===== config.mk =====
export PLATFORM = sky130hd
export DESIGN_NAME = riscv_dm_axil_sri_bridge
export DESIGN_NICKNAME = d
export VERILOG_FILES = /design/src/rtl/riscv_dm_pkg.sv /design/src/rtl/riscv_dm_axil_sri_bridge.sv
export SDC_FILE = /design/constraint.sdc
export NUM_CORES = 1
export LEC_CHECK = 0
export BUFFER_PORTS_ARGS = -buffer_cell sky130_fd_sc_hd__buf_2
export CORE_AREA = 2 2 131 133
export CTS_BUF_LIST = sky130_fd_sc_hd__clkbuf_4
export CTS_CLUSTER_DIAMETER = 50
export DETAILED_ROUTE_END_ITERATION = 7
export DIE_AREA = 0 0 133 135
export PLACE_DENSITY = 0.67
export SYNTH_ARGS = -nofsm -noshare
export SYNTH_HDL_FRONTEND = slang
export SYNTH_SLANG_ARGS = --single-unit
export TNS_END_PERCENT = 50

===== constraint.sdc =====
create_clock -name clk_i -period 1.4 [get_ports clk_i]
set_input_delay 0.07 -clock clk_i [delete_from_list [all_inputs] [get_ports clk_i]]
set_output_delay 0.07 -clock clk_i [all_outputs]
set_load 0.005 [all_outputs]

===== src/rtl/riscv_dm_pkg.sv =====
// ----------------------------------------------------------------------------
// riscv_dm_pkg
// Shared types for the RISC-V Debug Module and its AXI4-Lite to SRI bridge.
//
// Contents:
//   axi_resp_t          - 2-bit AXI response code plus OKAY/SLVERR/DECERR
//   sri_bridge_state_t  - bridge FSM states (IDLE, ISSUE, CAPTURE, RESP)
//   SRI_DATA_WIDTH      - data width of the SRI responder port
//   SRI_BE_WIDTH        - byte-enable width of the SRI responder port
// ----------------------------------------------------------------------------
package riscv_dm_pkg;

    localparam int unsigned SRI_DATA_WIDTH = 64;
    localparam int unsigned SRI_BE_WIDTH   = SRI_DATA_WIDTH / 8;

    typedef logic [1:0] axi_resp_t;

    localparam axi_resp_t AXI_RESP_OKAY   = 2'b00;
    localparam axi_resp_t AXI_RESP_SLVERR = 2'b10;
    localparam axi_resp_t AXI_RESP_DECERR = 2'b11;

    typedef enum logic [1:0] {
        IDLE    = 2'd0,
        ISSUE   = 2'd1,
        CAPTURE = 2'd2,
        RESP    = 2'd3
    } sri_bridge_state_t;

endpackage


===== src/rtl/riscv_dm_axil_sri_bridge.sv =====
// ----------------------------------------------------------------------------
// riscv_dm_axil_sri_bridge
// AXI4-Lite slave that turns single AXI reads/writes into accesses on the
// Debug Module's SRI responder port (progbuf/data/flags window). One
// transaction is in flight at a time; the SRI has a fixed one-cycle latency.
// Addresses outside the window are answered with DECERR and never reach SRI.
//
// Ports:
//   clk_i, rstn_i            clock, synchronous active-low reset
//   s_aw*/s_w*/s_b*          AXI4-Lite write address, data and response
//   s_ar*/s_r*               AXI4-Lite read address and data/response
//   sri_addr_o/sri_en_o/sri_we_o/sri_wdata_o/sri_be_o
//                            registered SRI request, sri_en_o one cycle wide
//   sri_rdata_i/sri_error_i  SRI reply, valid the cycle after sri_en_o
// ----------------------------------------------------------------------------
module riscv_dm_axil_sri_bridge
    import riscv_dm_pkg::*;
#(
    parameter int unsigned               AXI_ADDR_WIDTH = 20,
    parameter int unsigned               AXI_DATA_WIDTH = 64,
    parameter int unsigned               SRI_ADDR_WIDTH = 6,
    parameter logic [AXI_ADDR_WIDTH-1:0] BASE_ADDR      = '0
) (
    input  logic                      clk_i,
    input  logic                      rstn_i,

    input  logic                      s_awvalid_i,
    output logic                      s_awready_o,
    input  logic [AXI_ADDR_WIDTH-1:0] s_awaddr_i,
    input  logic                      s_wvalid_i,
    output logic                      s_wready_o,
    input  logic [63:0]               s_wdata_i,
    input  logic [7:0]                s_wstrb_i,
    output logic                      s_bvalid_o,
    input  logic                      s_bready_i,
    output logic [1:0]                s_bresp_o,

    input  logic                      s_arvalid_i,
    output logic                      s_arready_o,
    input  logic [AXI_ADDR_WIDTH-1:0] s_araddr_i,
    output logic                      s_rvalid_o,
    input  logic                      s_rready_i,
    output logic [63:0]               s_rdata_o,
    output logic [1:0]                s_rresp_o,

    output logic [SRI_ADDR_WIDTH-1:0] sri_addr_o,
    output logic                      sri_en_o,
    output logic                      sri_we_o,
    output logic [63:0]               sri_wdata_o,
    output logic [7:0]                sri_be_o,
    input  logic [63:0]               sri_rdata_i,
    input  logic                      sri_error_i
);

    // The SRI port is a fixed 64-bit interface and the window base must be
    // aligned to the window size, otherwise the decode below is meaningless.
    if (AXI_DATA_WIDTH != SRI_DATA_WIDTH) begin : g_bad_data_width
        $error("riscv_dm_axil_sri_bridge: AXI_DATA_WIDTH must be 64");
    end
    if (BASE_ADDR[SRI_ADDR_WIDTH-1:0] != '0) begin : g_bad_base_addr
        $error("riscv_dm_axil_sri_bridge: BASE_ADDR must be window aligned");
    end

    sri_bridge_state_t         state;
    sri_bridge_state_t         state_next;

    // prio_wr set means the write side wins the next contended grant.
    logic                      prio_wr;
    logic                      kind_wr;
    axi_resp_t                 resp_q;
    logic [63:0]               rdata_q;

    logic                      wr_cand;
    logic                      rd_cand;
    logic                      grant_wr;
    logic                      grant_rd;
    logic                      grant;
    logic [AXI_ADDR_WIDTH-1:0] grant_addr;
    logic                      grant_hit;
    axi_resp_t                 cap_resp;
    logic [63:0]               cap_rdata;
    logic                      resp_phase;
    logic                      handshake;

    // Arbitration: an AW without its W (or the reverse) is not a candidate,
    // so it cannot hold off a pending read. Readys are only ever offered in
    // IDLE and never while reset is being applied.
    assign wr_cand  = s_awvalid_i & s_wvalid_i;
    assign rd_cand  = s_arvalid_i;
    assign grant_wr = (state == IDLE) & rstn_i & wr_cand & (~rd_cand | prio_wr);
    assign grant_rd = (state == IDLE) & rstn_i & rd_cand & (~wr_cand | ~prio_wr);
    assign grant    = grant_wr | grant_rd;

    assign grant_addr = grant_wr ? s_awaddr_i : s_araddr_i;
    assign grant_hit  = (grant_addr[AXI_ADDR_WIDTH-1:SRI_ADDR_WIDTH] ==
                         BASE_ADDR[AXI_ADDR_WIDTH-1:SRI_ADDR_WIDTH]);

    // The SRI reply is only valid during CAPTURE; an errored access never
    // leaks the responder's data.
    assign cap_resp  = sri_error_i ? AXI_RESP_SLVERR : AXI_RESP_OKAY;
    assign cap_rdata = sri_error_i ? 64'd0 : sri_rdata_i;

    // The response is presented straight from the SRI reply in CAPTURE so a
    // hit answers two cycles after the address handshake; RESP then replays
    // the copy latched at the end of CAPTURE while the master stalls.
    assign resp_phase = (state == CAPTURE) | (state == RESP);
    assign handshake  = (s_bvalid_o & s_bready_i) | (s_rvalid_o & s_rready_i);

    // Next-state logic and the combinational AXI channel outputs.
    always_comb begin
        state_next  = state;
        s_awready_o = grant_wr;
        s_wready_o  = grant_wr;
        s_arready_o = grant_rd;
        s_bvalid_o  = resp_phase & kind_wr;
        s_rvalid_o  = resp_phase & ~kind_wr;
        s_bresp_o   = resp_q;
        s_rresp_o   = resp_q;
        s_rdata_o   = rdata_q;

        if (state == CAPTURE) begin
            s_bresp_o = cap_resp;
            s_rresp_o = cap_resp;
            s_rdata_o = cap_rdata;
        end

        case (state)
            IDLE: begin
                if (grant) begin
                    state_next = grant_hit ? ISSUE : RESP;
                end
            end
            ISSUE: begin
                state_next = CAPTURE;
            end
            CAPTURE: begin
                state_next = handshake ? IDLE : RESP;
            end
            RESP: begin
                if (handshake) begin
                    state_next = IDLE;
                end
            end
            default: begin
                state_next = IDLE;
            end
        endcase
    end

    // State register, request latches and the response holding registers.
    // The SRI request fields are loaded at grant time so they are already
    // stable when sri_en_o rises in ISSUE.
    always_ff @(posedge clk_i) begin
        if (!rstn_i) begin
            state       <= IDLE;
            prio_wr     <= 1'b1;
            kind_wr     <= 1'b0;
            resp_q      <= AXI_RESP_OKAY;
            rdata_q     <= '0;
            sri_addr_o  <= '0;
            sri_en_o    <= 1'b0;
            sri_we_o    <= 1'b0;
            sri_wdata_o <= '0;
            sri_be_o    <= '0;
        end else begin
            state    <= state_next;
            sri_en_o <= grant & grant_hit;

            if (grant) begin
                prio_wr     <= grant_rd;
                kind_wr     <= grant_wr;
                sri_we_o    <= grant_wr;
                sri_addr_o  <= grant_addr[SRI_ADDR_WIDTH-1:0];
                sri_wdata_o <= grant_wr ? s_wdata_i : 64'd0;
                sri_be_o    <= grant_wr ? s_wstrb_i : 8'hFF;
                if (!grant_hit) begin
                    resp_q  <= AXI_RESP_DECERR;
                    rdata_q <= '0;
                end
            end

            if (state == CAPTURE) begin
                resp_q  <= cap_resp;
                rdata_q <= cap_rdata;
            end
        end
    end

endmodule


-- After elaboration in Yosys (flattened, before gate mapping)
Cells that the tools add are included.
- equal/unequal tests: 6
- reduce and logical (&&, ||, !) cells: 5
- mux-type cells: 18
- bitwise operators: 20
- operators with widths (kind ; number):
    $mux 64 ; 6
    $mux 20 ; 1
    $mux 2 ; 9
    $logic_not 14->1 ; 1
    $and 1x1->1 ; 11
    $mux 8 ; 1
    $pmux 2 s4 ; 1
    $or 1x1->1 ; 5
    $eq 2x2->1 const B ; 2
    $ne 2x2->1 const B ; 2
    $not 1->1 ; 4
    $reduce_and 2->1 ; 2
    $eq 2x1->1 const B ; 1
    $logic_not 2->1 ; 1
    $ne 2x1->1 const B ; 1
    $reduce_bool 2->1 ; 1
- input port bits: 184
- word-level logic and storage cells: 58
- register bits: 149

-- Logic depth before layout (Yosys ltp)
Gate-level depths: netlist of run 1.
- depth after elaboration: 9
- depth in mapped cells: 6
- depth with buffers taken out: 5

-- Worst setup path after synthesis of run 1
OpenSTA, ideal clock, no wires.
- path kind: flip-flop to flip-flop
- start: reg state[1]
- end: reg rdata_q[10]
- cell stages (with the launch flop): 6
- data required time: 1.282 ns
- arrival: 1.442 ns
- setup slack: -0.160 ns
- path through: dfxtp_1 > nor3b_2 > o211ai_2 > o221ai_2 > buf_2 > nor2b_1
- word-level cells in the longest chain between the ends: 8
- elaborated cells between the ends (all ways): 14
- those cells by class: eq/ne: 2; mux: 2; bitwise: 6; reduce/logical: 4
- ends and longest elaborated chain (what ; RTL line ; RTL):
    from (decl) ; riscv_dm_axil_sri_bridge.sv:64 ; sri_bridge_state_t state;
    from (signal assigned) ; riscv_dm_axil_sri_bridge.sv:166 ; state <= state_next;
    $logic_not 2->1 ; riscv_dm_axil_sri_bridge.sv:90, riscv_dm_axil_sri_bridge.sv:91 ;
    $and 1x1->1 ; riscv_dm_axil_sri_bridge.sv:90, riscv_dm_axil_sri_bridge.sv:91 ;
    $and 1x1->1 (2 in series) ; riscv_dm_axil_sri_bridge.sv:90 ; assign grant_wr = (state == IDLE) & rstn_i & wr_cand & (~rd_cand | prio_wr);
    $mux 20 ; riscv_dm_axil_sri_bridge.sv:94 ; assign grant_addr = grant_wr ? s_awaddr_i : s_araddr_i;
    $logic_not 14->1 ; riscv_dm_axil_sri_bridge.sv:95 ; assign grant_hit = (grant_addr[AXI_ADDR_WIDTH-1:SRI_ADDR_WIDTH] ==
    $ne 2x1->1 (no line) ; - ;
    $reduce_and 2->1 (no line) ; - ;
    to (signal assigned) ; riscv_dm_axil_sri_bridge.sv:184 ; rdata_q <= cap_rdata;
    to (decl) ; riscv_dm_axil_sri_bridge.sv:71 ; logic [63:0] rdata_q;
Several ways; a longest one is shown, not always the timed one.
A chain may end at the register's enable or synchronous reset.

-- Worst setup path in the final report of run 1
- start: reg state[0]
- end: out s_rdata_o[33]
- word-level cells in the longest chain between the ends: 2
- ends and longest elaborated chain (what ; RTL line ; RTL):
    $eq 2x2->1 ; riscv_dm_axil_sri_bridge.sv:121 ; if (state == CAPTURE) begin
    $mux 64 ; riscv_dm_axil_sri_bridge.sv:121 ;
    to (decl) ; riscv_dm_axil_sri_bridge.sv:43 ; output logic [63:0] s_rdata_o,
No other way between the ends.

==> key figures, run 1 <==
Critical path
  – Crit-path cells: buf_6 -> nand2b_4 -> clkbuf_16 -> nand2_2 -> o21ai_2 -> buf_2
  – Delay-heaviest family, CP: buffers and inverters
  – WP data arrival: 1.80 ns
  – CP bufs+invs: 3
  – Critical path type: flip-flop to output port
  – Worst-path fanout max: 6
  – Worst setup SP type: flip-flop
  – Endpoint type of the worst setup path: output port
  – CP Data Required Time: 1.33 ns
  – Slowest-stage cell, CP: dfxtp_2
  – Worst path max stage delay: 0.38 ns

Pwr
  – Clock Power Share: 24.0%
  – Sequential power share: 41.0%
  – Pwr Density: 983 nW/µm²
  – P_sw: 3600 µW
  – Sw Ratio: 31.9%
  – Leak: 0.00519 µW
  – Max IR drop VDD: 0.000549 V
  – Internal power: 7700 µW
  – Logic pwr share: 35.0%

Detailed routing
  – DRT iter0 DRCs: 318
  – Total Wirelength: 26100 µm
  – Vias: 7109
  – DR top layer: met4
  – Vias per cell: 4.97
  – Post-route ant nets: 0
  – WL met2: 13500 µm
  – Met3 routed WL: 2110 µm
  – WL met1: 9610 µm
  – WL per Instance: 18.3 µm
  – Post-route DRC violation count: 0
  – Pre-antenna DRT Iters: 4

Timing
  – Fin. Hold Viols: 0
  – Final Max Slew Viols: 0
  – # setup viols final: 219
  – Post-route setup slack: -0.468 ns
  – Final Critical Period: 1.87 ns
  – Worst hold slack: 0.0961 ns
  – Tcrit/Tclk final: 133%
  – Fmax: 0.535 GHz
  – RSZ-0062 raised after global routing: true
  – Max-slew headroom: 37.7%
  – Worst slew pin tran: 0.935 ns
  – Clock Skews: 0.0256 ns

Global routing
  – Pin count of the biggest net entering global routing: 86
  – GR Overflow Total: 0
  – Global-route wire length before repair: 35200 µm
  – GRT Overall Usage: 24.9%
  – Vias in the first global route: 6787
  – Initial antenna violation count: 1

Clock network
  – Clock buffer count from CTS: 17
  – CTS tree: done
  – Maximum clock path buffer count: 2
  – Clk_lat worst skew: 0.54 ns
  – Clock sinks: 149
  – Max H-tree Level: 4
  – Clk pin slew, worst setup/hold paths: 0.14 ns
  – Root buf cell: clkbuf_4

Floorplan
  – Initial Util: 36.2%
  – DIE HEIGHT: 135 µm
  – Site Rows: 47
  – Die area: 18000 µm²
  – Boundary Pins: 337
  – Die Width: 133 µm
  – Core Region: 16400 µm²

Logic synthesis
  – Sequential share of the synthesized area: 50.2%
  – Most frequent cell after synthesis: dfxtp_1
  – Syn Std Cell Area: 5940 µm²
  – Top post-synthesis cells by area: dfxtp_1 50%, nor2b_1 14%, a22oi_1 8.1%, nand2b_1 6.8%, o21ai_0 6.0%
  – Syn Nets: 848
  – Asr flop ratio synth: 0%
  – Average cell area after synthesis: 8.94 µm²
  – Yosys warns: 0
  – Library cells used by synthesis: 29
  – Post-synth EDFFs: 0
  – Largest area contributor in the netlist: dfxtp_1
  – Yosys reg bits: 149
  – Cells after synthesis: 664
  – Ys flop type: dfxtp_1
  – Top cell type's share of synthesized area: 50.2%
  – Post-synth top cells: 149 x dfxtp_1, 129 x nor2b_1, 85 x nand2_1, 71 x o21ai_0, 65 x nand2b_1

Status
  – Failing checks: setup timing
  – Status: finished, violations left

Layout
  – Utilization after layout: 70.1%
  – Fin cells: 1429
  – Nets: 1380
  – Share of cells above drive strength 1: 49.4%
  – Syn-to-layout area delta: 93.5%

Place
  – # placed instances: 1196
  – Port Buf Inserts: 336
  – Routability Congestion: 0.771
  – DP HPWL: 13200 µm

Job
  – Max-cap violations: 0

Hold path
  – Type of the worst min-delay path: primary input to flip-flop
per-stage QoR:
| step | total power, µW | setup slack, ns | TNS (ns) | cell area (µm²) |
|---|---|---|---|---|
| 2_1_floorplan | 5740 | -0.0419 | -2.10 | 6010 |
| 3_3_place_gp | 6780 | -0.0581 | -2.77 | 8100 |
| 3_5_place_dp | 6800 | -0.141 | -10.46 | 8100 |
| 4_1_cts | 10400 | -0.532 | -59.10 | 10500 |
| 5_1_grt | 11800 | -0.551 | -76.76 | 11500 |
| 6_report | 11300 | -0.468 | -58.25 | 11500 |
worst min-delay path: cells and delay by family:
kind	cells	cell delay, ns
buffers and inverters	2	0.28
AO/OA/AOI/OAI	2	0.26
state kept, by name, indices dropped and copies added (netlist names):
| name | cells |
|---|---|
| sri_wdata_o | 64 |
| sri_addr_o | 6 |
| prio_wr | 1 |
| sri_en_o | 1 |
| rdata_q | 64 |
| resp_q | 2 |
| state | 2 |
| kind_wr | 1 |
| sri_be_o | 8 |
path summary, 6_finish.rpt:
kind	startpoint	endpoint	slack, ns	depth (start not counted)
worst max-delay path	state[0]	s_rdata_o[33]	-0.47	6
worst min-delay path	s_arvalid_i	sri_addr_o[4]	0.1	4
worst max register to register	state[1]	sri_be_o[0]	-0.32	8
worst min register to register	resp_q[0]	resp_q[0]	0.47	2
power by group through the flow:
stage | registers, µW | clock network (µW) | logic [µW]
after floorplan | 4680 | 0 | 1050
after global placement | 4670 | 0 | 2120
after detailed placement | 4670 | 0 | 2120
after CTS | 4590 | 2780 | 3070
after global routing | 4650 | 2980 | 4180
final | 4630 | 2710 | 3960
cells by family (layout without fill, tap and decap cells):
family                 after synthesis  count (layout)  synth area share (%)
AND/OR/NAND/NOR                    297             301                  27.7
AO/OA/AOI/OAI                      156             156                  17.3
flip-flops                         149             149                  50.2
buffers and inverters               59             599                  4.19
multiplexers                         3               3                 0.548
other                                0               1                     0
timing repair:
item,CTS,global route
gates cloned,11,15
pin swaps,18,39
buffers inserted,18,11
resized for setup,126,166
hold buffers,151,1
endpoints found under the setup margin,212,221
endpoints found under the hold margin,142,1
placed cells by master (no fill, tap or decap), types with 19 or more instances in the layout:
cell type,count
buf_4,20
a22oi_1,55
o21ai_2,45
buf_2,327
clkbuf_4,19
nand2_1,37
dlygate4sd3_1,152
dfxtp_1,147
nand2_2,25
nor2b_1,117
nand2_4,23
buf_6,32
nand2b_1,64
final cells by class:
class | count | area [µm²]
clock buffers | 19 | 143
inverters | 3 | 13.8
diodes | 1 | 2.50
repair buffers | 565 | 4420
well taps | 220 | 275
fillers | 1128 | 4910
clock inverters | 12 | 131
multi-input cells | 460 | 3520
flip-flops and latches | 149 | 2990
metal layers:
| metal | GRT usage, % | up-vias |
|---|---|---|
| met5 | 0 | - |
| met4 | 11.0 | 0 |
| met2 | 44.7 | 353 |
| met1 | 27.3 | 3376 |
| li1 | - | 3322 |
| met3 | 7.55 | 58 |
No activity file was read; power rests on OpenSTA's default activity.
==> inputs of run 2 (changes only) <==
- CORE_AREA: 2 2 131 133 -> 2 2 129 131
- DIE_AREA: 0 0 133 135 -> 0 0 131 133
- PLACE_DENSITY: 0.67 -> 0.69
==> run 2 against run 1 <==
Compared with the run above: the run still ends with setup timing left; via count fell by 1.2%; cell count fell by 0.42%; core utilization down 1.8 points; design area fell by 4.0%; critical path depth is the same; worst setup slack got worse by 0.042 ns; total power fell by 5.2%.
==> key figures, run 2 (same netlist as run 1, synthesis figures left out) <==
Detailed routing
  – Met3 routed WL: 2130 µm (was 2110 µm)
  – DRT iter0 DRCs: 317 (was 318)
  – Vias: 7021 (was 7109)
  – Pre-antenna DRT Iters: 5 (was 4)
  – WL met2: 13100 µm (was 13500 µm)
  – DR top layer: met4 (unchanged)
  – Vias per cell: 4.93 (was 4.97)
  – WL met1: 9530 µm (was 9610 µm)
  – Post-route DRC violation count: 0 (unchanged)
  – Post-route ant nets: 0 (unchanged)
  – WL per Instance: 17.9 µm (was 18.3 µm)
  – Total Wirelength: 25500 µm (was 26100 µm)

Pwr
  – Max IR drop VDD: 0.000572 V (was 0.000549 V)
  – Pwr Density: 970 nW/µm² (was 983 nW/µm²)
  – Leak: 0.00498 µW (was 0.00519 µW)

Status
  – Status: finished, violations left (unchanged)
  – Failing checks: setup timing (unchanged)

Hold path
  – Type of the worst min-delay path: primary input to flip-flop (unchanged)
  – HP Start: sri_error_i (was s_arvalid_i)
  – Hold Path Stages: 4 (unchanged)
  – Hold endpoint: rdata_q[42] (was sri_addr_o[4])

Critical path
  – Worst setup SP type: flip-flop (unchanged)
  – Critical path type: flip-flop to output port (unchanged)
  – Endpoint type of the worst setup path: output port (unchanged)
  – R2r endpoint: rdata_q[32] (was sri_be_o[0])
  – WP data arrival: 1.84 ns (was 1.80 ns)
  – Setup slack, reg-to-reg: -0.42 ns (was -0.32 ns)
  – Worst flop-to-flop path startpoint: state[0] (was state[1])
  – Worst-path fanout max: 6 (unchanged)
  – CP Data Required Time: 1.33 ns (about the same)
  – Worst reg2reg path depth: 10 (was 8)

Timing
  – RSZ-0062 raised after global routing: true (unchanged)
  – Fin. Hold Viols: 0 (unchanged)
  – Fmax: 0.524 GHz (was 0.535 GHz)
  – Final Max Slew Viols: 0 (unchanged)
  – Max-slew headroom: 47.0% (was 37.7%)
  – Tcrit/Tclk final: 136% (was 133%)
  – Final Critical Period: 1.91 ns (was 1.87 ns)
  – Worst slew pin tran: 0.793 ns (was 0.935 ns)
  – Post-route setup slack: -0.510 ns (was -0.468 ns)
  – # setup viols final: 221 (was 219)
  – Clock Skews: 0.0208 ns (was 0.0256 ns)

Global routing
  – GRT Overall Usage: 27.5% (was 24.9%)
  – Global-route wire length before repair: 37000 µm (was 35200 µm)
  – Initial antenna violation count: 4 (was 1)
  – Pin count of the biggest net entering global routing: 51 (was 86)
  – GR Overflow Total: 0 (unchanged)
  – Vias in the first global route: 7184 (was 6787)

Layout
  – Post-route cell area: 11000 µm² (was 11500 µm²)
  – Biggest regs: rdata_q: 64 flops, sri_wdata_o: 64 flops, sri_be_o: 8 flops (unchanged)
  – Syn-to-layout area delta: 85.8% (was 93.5%)
  – Most common cell after layout, fill and taps aside: buf_2 (unchanged)
  – Register area: 2990 µm² (about the same)
  – Filler cells: 1134 (was 1128)
  – Fin cells: 1423 (was 1429)
  – Utilization after layout: 68.2% (was 70.1%)
  – Nets: 1370 (was 1380)
  – Area occupied by multi-input gates: 3210 µm² (was 3520 µm²)
  – Share of cells above drive strength 1: 45.2% (was 49.4%)
  – Commonest cells after routing, fill and taps aside: 329 x buf_2, 152 x dlygate4sd3_1, 147 x dfxtp_1, 119 x nor2b_1, 70 x nand2_1 (was 327 x buf_2, 152 x dlygate4sd3_1, 147 x dfxtp_1, 117 x nor2b_1, 64 x nand2b_1)

Clock network
  – Clock sinks: 149 (unchanged)
  – Root buf cell: clkbuf_4 (unchanged)
  – Maximum clock path buffer count: 2 (unchanged)
  – Max H-tree Level: 4 (unchanged)
  – Clk_lat worst skew: 0.56 ns (was 0.54 ns)
  – CTS tree: done (unchanged)
  – Clock buffer count from CTS: 17 (unchanged)
  – Clk pin slew, worst setup/hold paths: 0.15 ns (was 0.14 ns)

Place
  – Routability Congestion: 0.787 (was 0.771)
  – Port Buf Inserts: 336 (unchanged)
  – # placed instances: 1191 (was 1196)
  – Placement Cell Area: 8050 µm² (was 8100 µm²)
  – DP HPWL: 12800 µm (was 13200 µm)

Floorplan
  – Core Region: 16200 µm² (was 16400 µm²)
  – DIE HEIGHT: 133 µm (was 135 µm)
  – Die Width: 131 µm (was 133 µm)
  – Site Rows: 47 (unchanged)
  – Boundary Pins: 337 (unchanged)
  – Initial Util: 36.7% (was 36.2%)
  – Die area: 17400 µm² (was 18000 µm²)

Job
  – Max-cap violations: 0 (unchanged)
-- run 2: changes by cell type in the layout (fill, tap and decap cells not counted), sizes merged --
cell / previous run / this run
clkbuf: 28 / 20
inv: 4 / 9
diode: 1 / 4
nand2b: 69 / 66
buf: 404 / 402
bufinv: 2 / 0
clkinv: 8 / 6
clkinvlp: 1 / 3
bufbuf: 0 / 1
-- run 2: repair_timing --
item                                    CTS  global route
gates resized for setup                 138            74
pin swaps                                34            13
hold endpoints to repair                146             0
hold buffers                            153             0
buffers inserted                         28             2
gates cloned                             14             4
endpoints found under the setup margin  216           222
-- run 2: area by class of cell --
type / instances / share of cell area [%]
multi-input cells: 457 / 29.1
inverters: 3 / 0.125
clock buffers: 17 / 1.16
repair buffers: 558 / 38.9
flip-flops and latches: 149 / 27.0
clock inverters: 15 / 1.10
well taps: 220 / 2.49
diodes: 4 / 0.0907
-- run 2: where the power goes --
group	total [µW]	switching, µW	internal (µW)
logic	3610	1660	1940
clock network	2490	1750	743
registers	4610	119	4490
-- run 2: how the worst max path moves through the flow --
stage	cells after the start	start	end	slack [ns]
after CTS	6	state[0]	s_rdata_o[59]	-0.55
after floorplan	5	state[0]	rdata_q[13]	-0.04
final	6	state[0]	s_rdata_o[24]	-0.51
after global routing	7	state[1]	s_rdata_o[62]	-0.64
after global placement	5	state[0]	rdata_q[42]	-0.09
after detailed placement	5	state[0]	rdata_q[8]	-0.12
-- run 2: worst max-delay path, cell delays in order, from the launching register on --
cell and delay [ns]:
dfxtp_2 0.35, buf_6 0.11, nand2b_4 0.19, buf_6 0.17, clkbuf_16 0.17, o21ai_4 0.15, buf_2 0.15
-- run 2: stage by stage --
step	worst slack, ns	setup TNS, ns	total power (µW)	hold slack (ns)
after floorplan	-0.0419	-2.10	5740	0.222
after global placement	-0.0863	-6.15	6710	0.334
after detailed placement	-0.123	-11.52	6730	0.339
after CTS	-0.546	-83.01	10500	0.0692
after global routing	-0.635	-103.27	11200	0.0676
final	-0.510	-82.24	10700	0.105
-- run 2: per-layer routing --
| metal | GRT usage, % | up-vias |
|---|---|---|
| li1 | - | 3294 |
| met1 | 29.2 | 3320 |
| met2 | 48.0 | 354 |
| met3 | 9.62 | 53 |
| met4 | 12.9 | 0 |
| met5 | 0 | - |
